`config.mk`:
```
export PLATFORM = sky130hd
export DESIGN_NAME = sat_event_counter
export DESIGN_NICKNAME = d
export VERILOG_FILES = /design/src/rtl/sat_event_counter_pkg.sv /design/src/rtl/sat_event_counter_rise_edge_det.sv /design/src/rtl/sat_event_counter.sv
export SDC_FILE = /design/constraint.sdc
export NUM_CORES = 1
export LEC_CHECK = 0
export BUFFER_PORTS_ARGS = -buffer_cell sky130_fd_sc_hd__buf_2
export CAP_MARGIN = 15
export CORE_AREA = 2 2 39 41
export CTS_BUF_LIST = sky130_fd_sc_hd__clkbuf_4 sky130_fd_sc_hd__clkbuf_8
export CTS_CLUSTER_DIAMETER = 80
export DETAILED_ROUTE_END_ITERATION = 8
export DIE_AREA = 0 0 41 43
export PLACE_DENSITY = 0.77
export SYNTH_ARGS = -nofsm -noshare
export SYNTH_HDL_FRONTEND = slang
export SYNTH_SLANG_ARGS = --single-unit
export TNS_END_PERCENT = 30
```
`constraint.sdc`:
```
create_clock -name clk -period 2.7 [get_ports clk]
set_input_delay 0.405 -clock clk [delete_from_list [all_inputs] [get_ports clk]]
set_output_delay 0.405 -clock clk [all_outputs]
set_load 0.005 [all_outputs]
```
`src/rtl/sat_event_counter_pkg.sv`:
```
// sat_event_counter_pkg: shared button FSM state encodings and count width
package sat_event_counter_pkg;
  localparam int CNT_W = 5;
  typedef enum logic {IDLE = 1'b0, HELD = 1'b1} btn_state_e;
endpackage

```
`src/rtl/sat_event_counter_rise_edge_det.sv`:
```
// rise_edge_det: optional 2-flop synchronizer plus IDLE/HELD FSM emitting one pulse per press
module rise_edge_det
  import sat_event_counter_pkg::*;
#(
  parameter int SYNC_EN = 1
) (
  input  logic clk,
  input  logic rst,
  input  logic i_raw,
  output logic o_pulse
);
  btn_state_e r_state;
  btn_state_e w_next;
  logic w_sync;
  generate
    if (SYNC_EN != 0) begin : g_sync
      logic r_s1;
      logic r_s2;
      // two-flop synchronizer; reset flushes any sample still in flight
      always_ff @(posedge clk or posedge rst)
        if (rst) {r_s2, r_s1} <= 2'b00;
        else {r_s2, r_s1} <= {r_s1, i_raw};
      assign w_sync = r_s2;
    end else begin : g_bypass
      assign w_sync = i_raw;
    end
  endgenerate
  // state register remembers the previous synchronized level
  always_ff @(posedge clk or posedge rst)
    if (rst) r_state <= IDLE;
    else r_state <= w_next;
  // pulse only on the IDLE->HELD transition so a held button counts once
  always_comb begin
    w_next = w_sync ? HELD : IDLE;
    o_pulse = w_sync && (r_state == IDLE);
  end
endmodule

```
`src/rtl/sat_event_counter.sv`:
```
// sat_event_counter: up/down button counter with sticky flags; SAT_EVENT_COUNTER_SATURATE_EN selects saturate vs wrap
module sat_event_counter
  import sat_event_counter_pkg::*;
#(
  parameter int MAX     = 31,
  parameter int SYNC_EN = 1
) (
  input  logic             clk,
  input  logic             rst,
  input  logic             inc_raw,
  input  logic             dec_raw,
  input  logic             clear,
  output logic [CNT_W-1:0] count,
  output logic             ovf,
  output logic             unf
);
  localparam logic [CNT_W-1:0] CMAX = CNT_W'(MAX);
`ifdef SAT_EVENT_COUNTER_SATURATE_EN
  localparam logic [CNT_W-1:0] PAST_TOP = CMAX;
  localparam logic [CNT_W-1:0] PAST_BOT = '0;
`else
  localparam logic [CNT_W-1:0] PAST_TOP = '0;
  localparam logic [CNT_W-1:0] PAST_BOT = CMAX;
`endif
  logic [CNT_W-1:0] r_count;
  logic r_ovf;
  logic r_unf;
  logic w_inc;
  logic w_dec;
  logic w_up;
  logic w_dn;
  logic w_at_max;
  logic w_at_zero;
  logic [CNT_W-1:0] w_count_nxt;
  rise_edge_det #(.SYNC_EN(SYNC_EN)) u_inc (.clk(clk), .rst(rst), .i_raw(inc_raw), .o_pulse(w_inc));
  rise_edge_det #(.SYNC_EN(SYNC_EN)) u_dec (.clk(clk), .rst(rst), .i_raw(dec_raw), .o_pulse(w_dec));
  assign w_up = w_inc && !w_dec;
  assign w_dn = w_dec && !w_inc;
  assign w_at_max = r_count == CMAX;
  assign w_at_zero = r_count == '0;
  assign w_count_nxt = w_up ? (w_at_max ? PAST_TOP : r_count + CNT_W'(1))
                     : w_dn ? (w_at_zero ? PAST_BOT : r_count - CNT_W'(1))
                     : r_count;
  // count and sticky flags; clear overrides any pulse in the same cycle
  always_ff @(posedge clk or posedge rst)
    if (rst) begin
      r_count <= '0;
      r_ovf <= 1'b0;
      r_unf <= 1'b0;
    end else if (clear) begin
      r_count <= '0;
      r_ovf <= 1'b0;
      r_unf <= 1'b0;
    end else begin
      r_count <= w_count_nxt;
      r_ovf <= r_ovf || (w_up && w_at_max);
      r_unf <= r_unf || (w_dn && w_at_zero);
    end
  assign count = r_count;
  assign ovf = r_ovf;
  assign unf = r_unf;
endmodule
```
==> results of run 1 <==
==> through the flow <==
stage	cells	total power, mW	instance area [sq um]
after global placement	91	0.302	746
final	95	0.421	773
after detailed placement	91	0.302	746
after CTS	95	0.425	773
after floorplan	66	0.281	686
after global routing	95	0.446	773
==> power by group through the flow <==
| stage | Sequential, mW | Combinational [mW] | Clock, mW |
|---|---|---|---|
| detailed placement | 0.227 | 0.0748 | 0 |
| global placement | 0.226 | 0.0752 | 0 |
| finish | 0.224 | 0.0747 | 0.122 |
| CTS | 0.223 | 0.0750 | 0.126 |
| global route | 0.226 | 0.0841 | 0.136 |
| floorplan | 0.223 | 0.0585 | 0 |
==> final cells by class <==
cell class / instances / share of cell area, %
inverters: 3 / 1.46
clock inverters: 1 / 0.647
flip-flops and latches: 13 / 42.1
well taps: 16 / 2.59
repair buffers: 11 / 7.12
multi-input cells: 48 / 43.2
clock buffers: 3 / 2.91
==> kinds of logic (layout without fill, tap and decap cells) <==
kind of cell	after synthesis	after routing	synth area share (%)
simple gates	26	26	23.2
compound gates	18	18	18.8
flops	13	13	47.4
buf+inv	5	18	3.83
fa+ha+maj	3	3	5.48
xor+xnor	1	1	1.28
==> Yosys cell counts <==
cell / count / area (sq um)
o21ai_1: 1 / 5.00
nand2b_4: 1 / 13.8
o2bb2ai_1: 1 / 8.76
and3_1: 1 / 6.26
a21o_1: 1 / 7.51
nor3_1: 4 / 20.0
nor3_2: 1 / 10.0
a221oi_1: 1 / 8.76
inv_1: 3 / 11.3
nand2_1: 2 / 7.51
a211oi_1: 2 / 15.0
nand4_1: 1 / 6.26
nor2_2: 1 / 6.26
nor2_1: 7 / 26.3
o21ba_1: 1 / 10.0
dfrtp_1: 13 / 325
o211ai_1: 2 / 15.0
nand2b_2: 1 / 8.76
o21a_1: 1 / 7.51
nand4b_1: 2 / 17.5
a211oi_2: 1 / 12.5
buf_6: 1 / 11.3
xor2_1: 1 / 8.76
and2b_4: 2 / 20.0
nand2b_1: 1 / 6.26
ha_1: 3 / 37.5
buf_1: 1 / 3.75
a21oi_1: 5 / 25.0
o31ai_1: 1 / 7.51
nand3_1: 2 / 10.0
a31oi_1: 1 / 6.26
==> how the worst max path moves through the flow <==
stage                          from                   end  slack, ns  cells past startpoint
2_1_floorplan  count[0]$_DFFE_PP0P_  count[3]$_DFFE_PP0P_       1.04                      6
3_3_place_gp   count[0]$_DFFE_PP0P_  count[3]$_DFFE_PP0P_       0.97                      6
3_5_place_dp   count[0]$_DFFE_PP0P_  count[3]$_DFFE_PP0P_       0.91                      6
4_1_cts        count[0]$_DFFE_PP0P_  count[3]$_DFFE_PP0P_       0.90                      6
5_1_grt        count[0]$_DFFE_PP0P_  count[2]$_DFFE_PP0P_       0.73                      6
6_report       count[0]$_DFFE_PP0P_  count[3]$_DFFE_PP0P_       0.89                      6
==> critical path: stages, from the launching register on <==
cell and delay (ns):
dfrtp_1 0.47, ha_1 0.26, and3_1 0.19, ha_1 0.22, nor3_2 0.25, a21oi_1 0.10
o31ai_1 0.24
==> state kept, by name, summed over array words and instances, names as in the netlist <==
name	flops
ovf	1
count	5
u_dec.g_sync.r_s1	1
u_dec.r_state	1
unf	1
u_inc.r_state	1
u_dec.g_sync.r_s2	1
u_inc.g_sync.r_s1	1
u_inc.g_sync.r_s2	1
==> per-layer routing <==
layer	track usage, %	vias up	wire, um
met2	27.8	21	613
met3	4.71	4	84
met1	25.3	265	607
met5	0	-	0
li1	-	268	-
met4	10.0	0	29
==> summary.txt, run 1 <==
Run status
  – Status: finished, final reports clean

Critical path
  – Worst Path Arrival: 2.00 ns
  – Reg2reg start: count[0]$_DFFE_PP0P_
  – Reg2Reg Depth: 6
  – Startpoint class of the critical path: register
  – CP Max Fanout: 8
  – CP Capture Type: register
  – Setup CP Type: reg -> reg
  – R2R setup slack: 0.89 ns
  – Reg-to-Reg End: count[3]$_DFFE_PP0P_
  – Critical path required time: 2.89 ns

Clock network
  – Setup Buffers After CTS: 0
  – Hold Buf Count CTS: 0
  – CTS root buffer: clkbuf_4
  – # resized after CTS: 0
  – CTS Buffer Depth: 2
  – Reg clk slew, reported paths: about 0.08 ns
  – Clk_lat worst skew: between 0.2 and 0.3 ns
  – CTS tree: done
  – CTS Sinks: 13
  – Num CTS Buffers: 3
  – CTS H-tree depth: 1

Layout
  – Most frequent cells in the layout: 13 x dfrtp_1, 11 x buf_2, 7 x nor2_1
  – Commonest non-fill, non-tap cell in the layout: dfrtp_1
  – Nets@finish: 88
  – Core Util, Final: between 50 and 60%
  – Layout area overhead: 12.8%
  – Area of the multi-input gates: between 300 and 400 sq um
  – FF/Latch Area: 325 sq um
  – Share of cells above drive strength 1: 27.8%
  – FILL cells: 131
  – # diodes: 0

Power
  – P_int: between 0.2 and 0.3 mW
  – Clock power frac: approximately 29%
  – Reg power frac: 53.2%
  – Pwr/cell area: 544 nW/um^2
  – Switching share of power: 29.5%
  – Worst-case vdd ir drop: 0.333 mV
  – Comb power frac: 17.8%
  – LEAKAGE: 0.370 nW
  – Net switching power: 0.124 mW

STA
  – Slew Limit Headroom: 67.3%
  – Min cycle time layout: 1.81 ns
  – Setup_tns: 0 ns
  – Final-report hold violation count: 0
  – Fmax: 551 MHz
  – Setup violators final: 0
  – Worst Max-Slew Pin Slew: 0.490 ns
  – RSZ-0062 raised after global routing: false
  – Final hold slack: about 0.13 ns
  – Slew Viols, Final: 0
  – Final WS setup: around 0.9 ns
  – Worst clock skew: 0.00262 ns
  – Final Cycle Share: 67.2%

Synthesis
  – Sequential area share after synthesis: between 40% and 50%
  – Synth warnings: 0
  – Post-Syn Area: 686 sq um
  – Synth Register Bits: 13
  – Synthesized Nets: 74
  – Distinct cells, synth: 31
  – Post-Synthesis Cells: 66
  – Post-Synthesis Mean Instance Area: 10.4 sq um

Floorplanning
  – IO Pins: 12
  – Die ar.: 1760 sq um
  – Core area: between 1000 and 1500 sq um
  – Chip Height: roughly 43 um
  – Initial core utilization: 49.5%
  – Num rows: 14
  – Die Width: 41 um

Place
  – Pre-CTS WS: just over 0.9 ns
  – Post-DP HPWL: ~960 um
  – Port bufs: 11
  – Routability congestion estimate: 0.846

Drt
  – DR iter-0 viols: 16
  – Routed Antenna Nets: 0
  – # DRC: 0
  – First-pass DRT Iterations: 4
  – Vias per std cell: just under 6
  – WL/cell: 14.0 um
  – Vias after detailed routing: 558
  – Final WL: 1330 um

Global route
  – Global-route wire length before repair: about 2200 um
  – Gr usage total: 19.1%
  – Grt ovf: 0
  – Largest net degree at the start of global routing: 14
  – Vias in the first global route: 505
  – Initial antenna violation count: 0

Min path
  – HP Class: in -> async

Run
  – Max cap viols: 0
Note: power is estimated with default switching activity, not from simulation.
==> inputs of run 2 (changes only) <==
--- a/config.mk
+++ b/config.mk
@@ -5,14 +5,14 @@
 export SDC_FILE = /design/constraint.sdc
 export NUM_CORES = 1
 export LEC_CHECK = 0
+export ABC_AREA = 1
 export BUFFER_PORTS_ARGS = -buffer_cell sky130_fd_sc_hd__buf_2
 export CAP_MARGIN = 15
-export CORE_AREA = 2 2 39 41
+export CORE_UTILIZATION = 51
 export CTS_BUF_LIST = sky130_fd_sc_hd__clkbuf_4 sky130_fd_sc_hd__clkbuf_8
 export CTS_CLUSTER_DIAMETER = 80
 export DETAILED_ROUTE_END_ITERATION = 8
-export DIE_AREA = 0 0 41 43
-export PLACE_DENSITY = 0.77
+export PLACE_DENSITY = 0.79
 export SYNTH_ARGS = -nofsm -noshare
 export SYNTH_HDL_FRONTEND = slang
 export SYNTH_SLANG_ARGS = --single-unit
==> constraint.sdc (replaced) <==
create_clock -name clk -period 1.5 [get_ports clk]
set_input_delay 0.225 -clock clk [delete_from_list [all_inputs] [get_ports clk]]
set_output_delay 0.225 -clock clk [all_outputs]
set_load 0.005 [all_outputs]
==> run 2 against run 1 <==
  * Global-route usage is 4.1 points higher
  * Non-clock buffer count is 5 higher
  * Register-to-register slack worse by 0.75 ns
  * Worst setup slack worse by 0.75 ns
  * Wire length is 2.2% higher
  * Sequential power is 82% higher
  * Largest cell class unchanged
==> summary.txt, run 2 <==
Synthesis
  – Largest family of logic cells by synthesized area: simple AND/OR/NAND/NOR gates
  – Simple-gate area share of the yosys netlist: 36.0%
  – Synth cell count leaders: 28 x nand2_1, 13 x dfrtp_1, 12 x inv_1
  – EDFF count, synth: 0
  – Synthesized Nets: 97
  – Synth Register Bits: 13
  – Synth warnings: 0
  – Synth top area cells: dfrtp_1 45%, nand2_1 14%, inv_1 6.2%
  – Proportion of synthesized area in mux cells: 0%
  – Prevailing post-synth register cell: dfrtp_1
  – Adder-Cell Fraction of Synth Area: 5.15%
  – Distinct cells, synth: 23
  – Sequential area share after synthesis: 44.6%
  – Xor and xnor area share after synthesis: 0%
  – Post-Syn Area: 729 sq um
  – Dominant cell type by area after synthesis: dfrtp_1
  – Post-Synthesis Mean Instance Area: 8.20 sq um
  – Post-Synthesis Cells: 89
  – Ys async rst share: 100%
  – Most common cell in the synthesized netlist: nand2_1
  – Synth Area in Compound Gates: 4.63%
  – Share of the synthesized area in the top cell type: 44.6%

Drt
  – DR iter-0 viols: 25
  – Vias per std cell: around 5.1
  – # DRC: 0
  – WL/cell: 11.1 um
  – Routed Antenna Nets: 0
  – First-pass DRT Iterations: 4
  – Final WL: 1360 um
  – Vias after detailed routing: 622

Layout
  – Post-route cell area: 867 sq um
  – # diodes: 0
  – Share of cells above drive strength 1: between 20 and 30%
  – Most frequent cells in the layout: 27 x nand2_1, 13 x dfrtp_1, 12 x inv_1
  – Nets@finish: 117
  – Area of the multi-input gates: 342 sq um
  – Layout area overhead: 18.9%
  – Core Util, Final: 65.8%
  – FILL cells: about 110
  – Max FFs per register: 5
  – FF/Latch Area: 325 sq um
  – Commonest non-fill, non-tap cell in the layout: nand2_1

Clock network
  – CTS Sinks: 13
  – Reg clk slew, reported paths: 0.08 ns
  – CTS root buffer: clkbuf_4
  – CTS H-tree depth: 1
  – CTS tree: done
  – Clk_lat worst skew: 0.28 ns
  – Num CTS Buffers: 3
  – CTS Buffer Depth: 2

Global route
  – Vias in the first global route: 565
  – Grt met1 use: 29.9%
  – M2 GR Usage: 36.1%
  – Initial antenna violation count: 0
  – Largest net degree at the start of global routing: 14
  – Grt ovf: 0
  – Gr busiest metal: met2
  – Gr usage total: 23.3%
  – Met3 global-route usage: approximately 3.4%
  – Global-route wire length before repair: 2320 um

STA
  – RSZ-0062 raised after global routing: false
  – Fmax: 732 MHz
  – Final Cycle Share: 91.0%
  – Final-report hold violation count: 0
  – Slew Limit Headroom: 68.7%
  – Slew Viols, Final: 0
  – Worst clock skew: about 0.0011 ns
  – Setup violators final: 0
  – Setup_tns: 0 ns
  – Worst Max-Slew Pin Slew: 0.469 ns
  – Min cycle time layout: about 1.4 ns

Power
  – P_int: ~0.62 mW
  – LEAKAGE: 0.473 nW
  – Pwr/cell area: 1100 nW/um^2
  – Clock power frac: around 22%
  – Reg power frac: between 40% and 50%
  – Switching share of power: 34.7%
  – Worst-case vdd ir drop: 0.753 mV
  – Net switching power: about 0.33 mW
  – Comb power frac: 34.9%

Min path
  – Hold Crit Start: inc_raw
  – HP Class: in -> reg

Floorplanning
  – Die Width: around 40 um
  – Core area: between 1000 and 1500 sq um
  – Num rows: 13
  – Initial core utilization: 55.4%
  – Die ar.: around 1600 sq um
  – Chip Height: 39.8 um
  – IO Pins: 12

Place
  – Routability congestion estimate: 0.882
  – Placed cell areas: 822 sq um
  – Port bufs: 11
  – Post-DP HPWL: 1080 um

Critical path
  – Reg2reg start: count[1]$_DFFE_PP0P_
  – CP Max Fanout: 2
  – Startpoint class of the critical path: register
  – Critical path required time: around 1.7 ns
  – Worst Path Arrival: 1.54 ns
  – R2R setup slack: 0.13 ns
  – Worst Setup SP: count[1]$_DFFE_PP0P_
  – CP Capture Type: register
  – Setup CP Type: reg -> reg

Run status
  – Status: finished, final reports clean

Run
  – Max cap viols: 0
-- run 2: final timing paths --
check | endpoint | depth (start not counted)
max | count[4]$_DFFE_PP0P_ | 7
min in group asynchronous | u_inc.g_sync.r_s1$_DFF_PP0_ | 3
min reg2reg | u_dec.g_sync.r_s2$_DFF_PP0_ | 0
min | u_inc.g_sync.r_s1$_DFF_PP0_ | 1
max reg2reg | count[4]$_DFFE_PP0P_ | 7
max in group asynchronous | u_dec.g_sync.r_s2$_DFF_PP0_ | 3
-- run 2: routing by layer --
layer	up-vias	part of all wire, %
met5	-	0
met3	3	4.3
li1	311	-
met4	0	1.6
met2	21	51
met1	287	43
-- run 2: final cells by class --
cell class	count	share of cell area, %
Clock buffer	3	2.60
Clock inverter	1	0.577
Inverter	15	6.78
Multi-Input combinational cell	60	39.4
Sequential cell	13	37.5
Tap cell	15	2.16
Timing Repair Buffer	16	11.0
-- run 2: power by group through the flow --
stage	logic [mW]	clock network, mW	registers (mW)
4_1_cts	0.330	0.220	0.407
5_1_grt	0.379	0.234	0.413
3_5_place_dp	0.325	0	0.414
6_report	0.333	0.214	0.407
3_3_place_gp	0.315	0	0.411
2_1_floorplan	0.203	0	0.431
-- run 2: kinds of logic (layout without fill, tap and decap cells) --
logic type | after synthesis | after routing
buffers and inverters | 16 | 35
AND/OR/NAND/NOR | 53 | 53
adder cells (fa/ha/maj) | 3 | 3
flip-flops | 13 | 13
AO/OA/AOI/OAI | 4 | 4
-- run 2: critical path: stages (launching register included) --
cell and delay, ns:
dfrtp_1 0.39, ha_2 0.19, nand2_2 0.07, nor2_1 0.04, ha_1 0.26, or2_0 0.19
nand3_1 0.07, nand2_1 0.05
-- run 2: timing repair --
| action | 4_1_cts | 5_1_grt |
|---|---|---|
| buffers inserted | 0 | 0 |
| endpoints found under the hold margin | 13 | 0 |
| endpoints found under the setup margin | 0 | 2 |
| hold buffers | 1 | 0 |
| resized for setup | 0 | 3 |
-- run 2: per-stage QoR --
| stage | instances | worst slack [ns] | power (mW) | hold slack [ns] |
|---|---|---|---|---|
| 2_1_floorplan | 89 | 0.0512 | 0.634 | 0.102 |
| 3_3_place_gp | 118 | 0.107 | 0.726 | 0.249 |
| 3_5_place_dp | 118 | 0.0901 | 0.738 | 0.263 |
| 4_1_cts | 123 | 0.0813 | 0.956 | 0.0448 |
| 5_1_grt | 123 | 0.00757 | 1.03 | 0.0371 |
| 6_report | 123 | 0.135 | 0.954 | 0.0460 |
==> inputs of run 3 (changes only) <==
--- a/config.mk
+++ b/config.mk
@@ -8,11 +8,11 @@
 export ABC_AREA = 1
 export BUFFER_PORTS_ARGS = -buffer_cell sky130_fd_sc_hd__buf_2
 export CAP_MARGIN = 15
-export CORE_UTILIZATION = 51
+export CORE_UTILIZATION = 50
 export CTS_BUF_LIST = sky130_fd_sc_hd__clkbuf_4 sky130_fd_sc_hd__clkbuf_8
 export CTS_CLUSTER_DIAMETER = 80
 export DETAILED_ROUTE_END_ITERATION = 8
-export PLACE_DENSITY = 0.79
+export PLACE_DENSITY = 0.78
 export SYNTH_ARGS = -nofsm -noshare
 export SYNTH_HDL_FRONTEND = slang
 export SYNTH_SLANG_ARGS = --single-unit
==> run 3 against run 2 <==
  * Largest power group unchanged
  * Wire length shrank 7.5%
  * Critical endpoint unchanged
  * Worst setup slack lost 0.056 ns
  * Utilization shrank 1.4 points
  * Critical path type unchanged
  * Worst hold slack gained 0.0089 ns
==> summary.txt, run 3 (same netlist as run 2, synthesis figures left out) <==
Floorplanning
  – Initial core utilization: 54.7%
  – Die ar.: 1620 sq um
  – Die Width: 40.2 um
  – Chip Height: ~40 um
  – Num rows: 13
  – IO Pins: 12
  – Core area: approximately 1300 sq um

Power
  – Worst-case vdd ir drop: 1.08 mV
  – Pwr/cell area: 1100 nW/um^2
  – LEAKAGE: 0.476 nW

Clock network
  – CTS tree: done
  – CTS Buffer Depth: 2
  – CTS H-tree depth: 1
  – Clk_lat worst skew: 0.27 ns
  – CTS Sinks: 13
  – Num CTS Buffers: 3
  – # resized after CTS: 0
  – CTS root buffer: clkbuf_4
  – Reg clk slew, reported paths: roughly 0.090 ns

Min path
  – Hold Path Depth: 1
  – Hold EP: u_dec.g_sync.r_s1$_DFF_PP0_
  – HP Class: in -> reg
  – Hold Crit Start: dec_raw

Critical path
  – CP max stage delay: between 0.3 and 0.4 ns
  – Reg2Reg Depth: 7
  – CP Capture Type: register
  – Setup CP Type: reg -> reg
  – CP cell instances: ha_1 -> nand2_1 -> nor2_1 -> ha_1 -> or2_0 -> nand3_1 -> nand2_1
  – Top delay family on crit path: simple AND/OR/NAND/NOR gates
  – Reg2reg start: count[0]$_DFFE_PP0P_
  – Critical path required time: around 1.7 ns
  – Slowest CP cell: dfrtp_1
  – Crit path buf inv count: 0
  – Worst Path Arrival: 1.60 ns
  – Reg-to-Reg End: count[4]$_DFFE_PP0P_
  – R2R setup slack: ~0.078 ns
  – Startpoint class of the critical path: register
  – CP Max Fanout: 2

STA
  – Final Cycle Share: 94.8%
  – Worst Max-Slew Pin Slew: 0.465 ns
  – RSZ-0062 raised after global routing: false
  – Final-report hold violation count: 0
  – Min cycle time layout: 1.42 ns
  – Setup_tns: 0 ns
  – Setup violators final: 0
  – Slew Viols, Final: 0
  – Worst clock skew: around 0.0055 ns
  – Slew Limit Headroom: slightly below 70%
  – Fmax: 703 MHz

Global route
  – M2 GR Usage: 32.7%
  – Global-route wire length before repair: 2050 um
  – Initial antenna violation count: 0
  – Met3 global-route usage: under 10%
  – Gr busiest metal: met2
  – Largest net degree at the start of global routing: 14
  – Grt ovf: 0
  – Grt met1 use: 24.7%
  – Vias in the first global route: 528
  – Gr usage total: 19.9%

Place
  – Routability congestion estimate: ~0.85
  – Post-DP HPWL: 957 um
  – Port bufs: 11
  – Placed cell areas: 822 sq um

Drt
  – Vias after detailed routing: slightly below 600
  – First-pass DRT Iterations: 4
  – Final WL: around 1300 um
  – Routed Antenna Nets: 0
  – Vias per std cell: about 4.8
  – WL/cell: 10.2 um
  – # DRC: 0
  – DR iter-0 viols: 17

Layout
  – Nets@finish: 117
  – Max FFs per register: 5
  – # diodes: 0
  – Commonest non-fill, non-tap cell in the layout: nand2_1
  – Area of the multi-input gates: between 300 and 400 sq um
  – Share of cells above drive strength 1: 26.9%
  – Post-route cell area: 860 sq um
  – Most frequent cells in the layout: 28 x nand2_1, 13 x dfrtp_1, 12 x inv_1
  – Layout area overhead: 17.8%
  – FILL cells: 110
  – FF/Latch Area: around 330 sq um

Run status
  – Status: finished, final reports clean

Run
  – Max cap viols: 0
-- run 3: cell counts in the layout (fill, tap and decap cells not counted) --
Identical to the previous run, type by type.
-- run 3: worst max path at each step --
stage	startpoint	to	cells past startpoint
floorplan	count[0]$_DFFE_PP0P_	count[4]$_DFFE_PP0P_	7
global placement	count[0]$_DFFE_PP0P_	count[4]$_DFFE_PP0P_	7
detailed placement	count[0]$_DFFE_PP0P_	count[4]$_DFFE_PP0P_	7
CTS	count[0]$_DFFE_PP0P_	count[4]$_DFFE_PP0P_	7
global route	count[0]$_DFFE_PP0P_	count[4]$_DFFE_PP0P_	7
finish	count[0]$_DFFE_PP0P_	count[4]$_DFFE_PP0P_	7
-- run 3: layout make-up --
| type | instances | area share (%) |
|---|---|---|
| Clock inverter | 1 | 0.582 |
| Clock buffer | 3 | 2.62 |
| Tap cell | 15 | 2.18 |
| Multi-Input combinational cell | 60 | 38.9 |
| Timing Repair Buffer | 16 | 11.1 |
| Inverter | 15 | 6.84 |
| Sequential cell | 13 | 37.8 |
-- run 3: per-stage QoR --
step                hold WS, ns  utilization (%)  instances  power [mW]  setup slack (ns)
floorplan                 0.102                -         89       0.634            0.0512
global placement          0.257             61.6        118       0.724             0.105
detailed placement        0.266             61.6        118       0.730            0.0805
CTS                      0.0525             64.4        123       0.949            0.0705
global route             0.0366             64.4        123        1.02           0.00661
finish                   0.0548             64.4        123       0.946            0.0784
-- run 3: worst reg2reg max path: stages, from the launching register on --
cell     delay [ns]
dfrtp_1        0.39
ha_1           0.21
nand2_1        0.09
nor2_1         0.05
ha_1           0.26
or2_0          0.22
nand3_1        0.08
nand2_1        0.05
-- run 3: routing by layer --
metal / wire [um] / part of all wire, %
met3: 70 / 5.6
met2: 608 / 48
met4: 12 / 0.95
met1: 567 / 45
met5: 0 / 0
-- run 3: timing repair --
action | CTS | global route
hold buffers | 1 | 0
endpoints found under the setup margin | 0 | 0
endpoints found under the hold margin | 13 | 0
setup buffers | 0 | 0
-- run 3: report_power, final --
part | leakage, nW | internal, mW | switching (mW)
Clock | 0.0177 | 0.0987 | 0.119
Sequential | 0.164 | 0.384 | 0.0206
Combinational | 0.294 | 0.136 | 0.187
